File: src/rtl/bitdelay_line.sv
// Multi-channel delay line clocked by prescaler ticks, with a run-time tap select,
// a fill/valid tracker and edge detection on the delayed output.
module bitdelay_line #(
   parameter int   WIDTH     = 1,
   parameter int   DEPTH     = 4,
   parameter int   DLYW      = 3,
   parameter logic RESET_VAL = 1'b0
) (
   input  logic             clock,
   input  logic             reset,
   input  logic             Prescale_EN,
   input  logic             clear,
   input  logic [DLYW-1:0]  delay_sel,
   input  logic [WIDTH-1:0] rx,
   output logic [WIDTH-1:0] puffer,
   output logic [WIDTH-1:0] edge_rise,
   output logic [WIDTH-1:0] edge_fall,
   output logic             valid
);

   localparam logic [WIDTH-1:0] RESET_VEC = {WIDTH{RESET_VAL}};
   localparam logic [DLYW-1:0]  DEPTH_SEL = DLYW'(DEPTH);

   logic [WIDTH-1:0] stage [1:DEPTH];
   logic [WIDTH-1:0] prev;
   logic [DLYW-1:0]  d_eff;
   logic [DLYW-1:0]  dsel_q;
   logic             dsel_primed;
   logic [DLYW-1:0]  fill;
   logic             sel_change;

   always_comb begin
      if (delay_sel == '0)
         d_eff = DLYW'(1);
      else if (delay_sel > DEPTH_SEL)
         d_eff = DEPTH_SEL;
      else
         d_eff = delay_sel;
   end

   always_ff @(posedge clock or posedge reset) begin
      if (reset) begin
         for (int k = 1; k <= DEPTH; k++)
            stage[k] <= RESET_VEC;
      end else if (clear) begin
         for (int k = 1; k <= DEPTH; k++)
            stage[k] <= RESET_VEC;
      end else if (Prescale_EN) begin
         stage[1] <= rx;
         for (int k = 2; k <= DEPTH; k++)
            stage[k] <= stage[k-1];
      end
   end

   // Output tap follows delay_sel directly so a delay change takes effect at once.
   always_comb begin
      puffer = stage[1];
      for (int k = 2; k <= DEPTH; k++)
         if (d_eff == DLYW'(k))
            puffer = stage[k];
   end

   // The first clock after reset only captures delay_sel; it never counts as a change.
   assign sel_change = dsel_primed && (delay_sel != dsel_q);

   always_ff @(posedge clock or posedge reset) begin
      if (reset) begin
         dsel_q      <= '0;
         dsel_primed <= 1'b0;
         fill        <= '0;
         prev        <= RESET_VEC;
      end else begin
         dsel_q      <= delay_sel;
         dsel_primed <= 1'b1;
         if (clear || sel_change)
            fill <= '0;
         else if (Prescale_EN && (fill < d_eff))
            fill <= fill + DLYW'(1);
         prev <= clear ? RESET_VEC : puffer;
      end
   end

   assign valid     = (fill >= d_eff);
   assign edge_rise = puffer & ~prev & {WIDTH{valid}};
   assign edge_fall = ~puffer & prev & {WIDTH{valid}};

endmodule

File: config.mk
export PLATFORM = sky130hd
export DESIGN_NAME = bitdelay_line
export DESIGN_NICKNAME = d
export VERILOG_FILES = /design/src/rtl/bitdelay_line.sv
export SDC_FILE = /design/constraint.sdc
export NUM_CORES = 1
export LEC_CHECK = 0
export ABC_CLOCK_PERIOD_IN_PS = 2800
export CORE_AREA = 2 2 40 42
export CTS_BUF_LIST = sky130_fd_sc_hd__clkbuf_8
export CTS_CLUSTER_DIAMETER = 60
export DETAILED_ROUTE_END_ITERATION = 10
export DIE_AREA = 0 0 42 44
export PLACE_DENSITY = 0.74
export SKIP_CTS_REPAIR_TIMING = 1
export SKIP_LAST_GASP = 1
export SYNTH_ARGS = -nofsm -noshare
export SYNTH_HDL_FRONTEND = slang
export SYNTH_SLANG_ARGS = --single-unit
File: constraint.sdc
create_clock -name clock -period 2.8 [get_ports clock]
set_clock_uncertainty 0.1 [all_clocks]
set_input_delay 0.7 -clock clock [delete_from_list [all_inputs] [get_ports clock]]
set_output_delay 0.7 -clock clock [all_outputs]
set_load 0.005 [all_outputs]
* Yosys cells after proc, flatten, opt, wreduce, memory -nomap -nowiden *
Cells that the tools add are included.

storage, ports and cells
  register bits = 12
  bits in latches = 0
  RAM bits = 0
  ROM bits = 0
  word-level logic and storage cells = 38
  memories kept = 0

operators by class
  add/subtract/negate cells = 1
  multiply operators = 0
  div/mod/pow operators = 0
  magnitude comparators = 3
  equality and inequality tests = 4
  shift operators = 0
  mux-type cells = 10
  bitwise gates (word level) = 6
  reduce and logical (&&, ||, !) cells = 6

operator list
  cell                                                             count
  3-bit 2-to-1 mux                                                 4
  4-bit 2-to-1 mux                                                 2
  3-bit by 2-bit == test with 1-bit output, second input constant  2
  1-bit bitwise AND                                                4
  1-bit 2-to-1 mux                                                 4
  2-bit nonzero test                                               2
  3-bit by 1-bit adder with 3-bit output, second input constant    1
  3-bit == test, second input constant                             1
  3-bit >= comparator                                              1
  3-bit > comparator, second input constant                        1
  3-bit zero test                                                  1
  3-bit less-than comparator                                       1
  3-bit inequality test                                            1
  1-bit logical AND                                                2
  1-bit inverter                                                   2
  1-bit logical OR                                                 1

* Logic depth before layout (Yosys ltp) *
  depth in word-level cells = 10
  mapped depth = 7
  mapped depth without buffers = 7

* Worst setup path after synthesis *
No wires, ideal clock.

  kind = input-to-output
  start = in delay_sel[0]
  end = out edge_fall
  data arrival time = 1779 ps
  data required time = 2000 ps
  setup slack = 221 ps
  stages = 7
  path buffers = 0
  path through = inv_1 -> a21oi_1 -> ha_1 -> nand2b_1 -> maj3_2 -> a21oi_1 -> nor3b_1

on the way
  word-level cells in the longest chain between the ends = 10
  elaborated cells between the ends (all ways) = 14
  those cells by class = 2 x order compare; 3 x eq/ne; 5 x mux; 3 x bitwise; 1 x reduce/logical

ends and longest elaborated chain
  what                                      RTL line  RTL
  start, declared                           13        input logic [DLYW-1:0] delay_sel,
  3-bit > comparator                        35        else if (delay_sel > DEPTH_SEL)
  3-bit 2-to-1 mux                          35
  3-bit 2-to-1 mux (*)                      33        if (delay_sel == '0)
  3-bit by 2-bit == test with 1-bit output  59        if (d_eff == DLYW'(k))
  1-bit 2-to-1 mux (3 in a row)             59
  1-bit inverter                            85        assign edge_fall = ~puffer & prev & {WIDTH{valid}};
  1-bit bitwise AND                         85
  1-bit bitwise AND (*)                     85
  end, declared                             17        output logic [WIDTH-1:0] edge_fall,

Every way passes the cells marked *; elsewhere a longest branch is shown, timed or not.

* Worst setup path after layout *
Same ends and word-level chain as after synthesis.

==> impl_metrics.csv <==
group,metric,value,unit
global_routing,gr-total-overflow,0,
hold_path,min_path_cells,2,
detailed_routing,wl_per_cell,12.1,µm
synth,syn_inst,68,
final_layout,nets,103,
status,outcome,"finished, violations left",
clocking,clk_pin_slew,0.05,ns
placed_design,postPlaceCellArea,858,µm²
synth,synth_area_leader_cell,"dfrtp_1",
critical_path,crit_start,"delay_sel[0]",
sta,drv_slew,0,
final_layout,antennaDiodeCount,0,
floorplanning,dieArea,0.00185,mm²
critical_path,critPathLaunchType,"input port",
clocking,ctsHtreeMaxLevel,1,
power_and_ir_drop,p_leak,0.489,nW
synth,netlist_top_cells_area,"dfrtp_1 (44%), mux2i_1 (7.4%), ha_1 (5.6%), inv_1 (4.4%), xnor2_1 (3.9%)",
global_routing,grt_use_total,17.1,%
final_layout,syn2layout_area_growth,38.9,%
synth,yosys.cell_types.count,30,
global_routing,grt_use_met2,26.9,%
power_and_ir_drop,p_total,0.446,mW
sta,period_share,101,%
critical_path,r2r.worst_path.cells,6,
floorplanning,die_x,42,µm
placed_design,port_buffers,11,
floorplanning,initial_core_util,47.6,%
floorplanning,die_y,44,µm
hold_path,hold_start,"stage[0]",
detailed_routing,first_iter_violations,9,
clocking,cts_sinks,12,
critical_path,r2r-start,"fill[2]",
clocking,cts_buffers,3,
detailed_routing,drc,0,
synth,yosysWarnings,0,
placed_design,place_hpwl,1040,µm
sta,layout_min_cycle_time,2.83,ns
critical_path,cp_max_fo,3,
critical_path,cp.arrival,2.03,ns
sta,rsz0062_at_grt,"true",
floorplanning,rows,14,
placed_design,place_ws,-0.813,ns
floorplanning,io-pin-count,12,
synth,ys_seq_area_share,44.4,%
detailed_routing,first_pass_iters,4,
clocking,cts.path.max_buffers,2,
global_routing,grt_max_degree,13,
global_routing,grt_first_pass_wirelength,2340,µm
power_and_ir_drop,vdd_drop_max,0.307,mV
clocking,cts_tree,"yes",
final_layout,nFillCells,113,
status,violations,"negative setup slack",
synth,synth_seq_cells,12,
hold_path,hold_path.class,"reg -> reg",
global_routing,gr-usage-met3,3.33,%
detailed_routing,viasPerCell,5.03,
clocking,cts_root_buf,"clkbuf_8",
clocking,clkLatencyLatePin,0.24,ns
power_and_ir_drop,p_per_area,475,mW/mm²
sta,hold_viol,0,
detailed_routing,routed_wirelength,1300,µm
sta,setup_viol,1,
synth,syn_area,676,µm²
detailed_routing,vias,538,
global_routing,antenna_found_initial,0,
global_routing,busiest_layer,"met2",
global_routing,grt_util_met1,22.2,%
sta,fmaxAchievable,0.353,GHz
synth,post_synth.cell_area_avg,9.94,µm²
final_layout,finalInstanceArea,938,µm²
critical_path,crit_path_end_kind,"primary output",
run,drv_cap,0,
final_layout,utilization,66.1,%
critical_path,critPathKind,"in -> out",
synth,synth_top_area_share,44.4,%
global_routing,grt_pass1_vias,531,
synth,syn-num-nets,79,
final_layout,drive_gt1_share,30.8,%
sta,fin_ws,-0.0290,ns
critical_path,critPathRequiredTime,2.00,ns
floorplanning,core,0.00142,mm²
detailed_routing,ant_nets,0,
placed_design,gp_congestion,0.762,
sta,whs,0.438,ns
==> flip-flops by register name, indices dropped and copies added (netlist names) <==
| register | count |
|---|---|
| prev | 1 |
| fill | 3 |
| stage | 4 |
| dsel_q | 3 |
| dsel_primed | 1 |
==> final timing paths <==
kind	end	slack, ns
setup / recovery	edge_fall	-0.03
hold / removal	stage[0]	0.44
setup reg to reg	fill[2]	0.86
hold reg to reg	stage[0]	0.44
max in group asynchronous	fill[0]	1.63
min in group asynchronous	stage[3]	0.66
==> where the power goes <==
| part | total (mW) | internal (mW) | switching, mW |
|---|---|---|---|
| combinational | 0.0777 | 0.0433 | 0.0345 |
| clock | 0.185 | 0.124 | 0.0610 |
| sequential | 0.183 | 0.180 | 0.00344 |
| total | 0.446 | 0.347 | 0.0989 |
==> Yosys cell counts, drive strengths merged <==
| cell type | instances |
|---|---|
| a21boi | 1 |
| nor3 | 1 |
| xnor2 | 3 |
| o31ai | 1 |
| inv | 8 |
| or4 | 1 |
| conb | 1 |
| a21oi | 5 |
| or3 | 1 |
| nor2b | 1 |
| a21o | 1 |
| buf | 1 |
| o22ai | 1 |
| and2 | 1 |
| ha | 3 |
| nor2 | 6 |
| or2b | 3 |
| nor3b | 1 |
| nand3 | 1 |
| maj3 | 1 |
| o31a | 1 |
| nand2 | 2 |
| o21ai | 3 |
| and2b | 1 |
| dfrtp | 12 |
| mux2i | 5 |
| nand2b | 1 |
| a211oi | 1 |
==> final cells by class <==
type	count	area [µm²]	share of cell area, %
flip-flops and latches	12	300	32.0
well taps	16	20.0	2.13
multi-input cells	47	365	38.9
repair buffers	20	168	17.9
clock buffers	4	55.1	5.87
inverters	8	30.0	3.20
==> stage by stage <==
stage                     TNS (ns)  cells
after floorplan                  0     68
after global placement       -2.82    102
after detailed placement     -2.95    102
after CTS                    -2.92    106
after global routing        -0.141    107
final                      -0.0290    107
==> placed cells by master, fill, tap and decap left out, drive strengths merged, types with 2 or more instances in the layout <==
cell type / n
inv: 8
clkbuf: 7
ha: 3
buf: 11
dfrtp: 12
or2b: 3
a21oi: 5
nor2: 6
dlymetal6s2s: 2
clkdlybuf4s50: 4
mux2i: 5
xnor2: 3
o21ai: 3
nand2: 2
==> logic make-up after synthesis <==
kind of cell / after synthesis / synth area share (%)
other cells: 1 / 0.555
buf+inv: 9 / 5.56
mux: 5 / 7.41
flops: 12 / 44.4
xor+xnor: 3 / 3.89
fa+ha+maj: 4 / 7.22
simple gates: 20 / 17.8
compound gates: 14 / 13.2
==> critical path: stages <==
cell      delay [ns]
buf_6           0.09
inv_2           0.04
a21oi_2         0.05
ha_1            0.28
nand2b_4        0.13
maj3_2          0.31
a21oi_4         0.16
buf_6           0.11
nor3b_2         0.03
buf_2           0.12
==> routing by layer <==
| metal | wire [µm] | vias up |
|---|---|---|
| met5 | 0 | - |
| li1 | - | 274 |
| met1 | 600 | 250 |
| met2 | 626 | 11 |
| met3 | 44 | 3 |
| met4 | 28 | 0 |
Note: power is estimated with default switching activity, not from simulation.
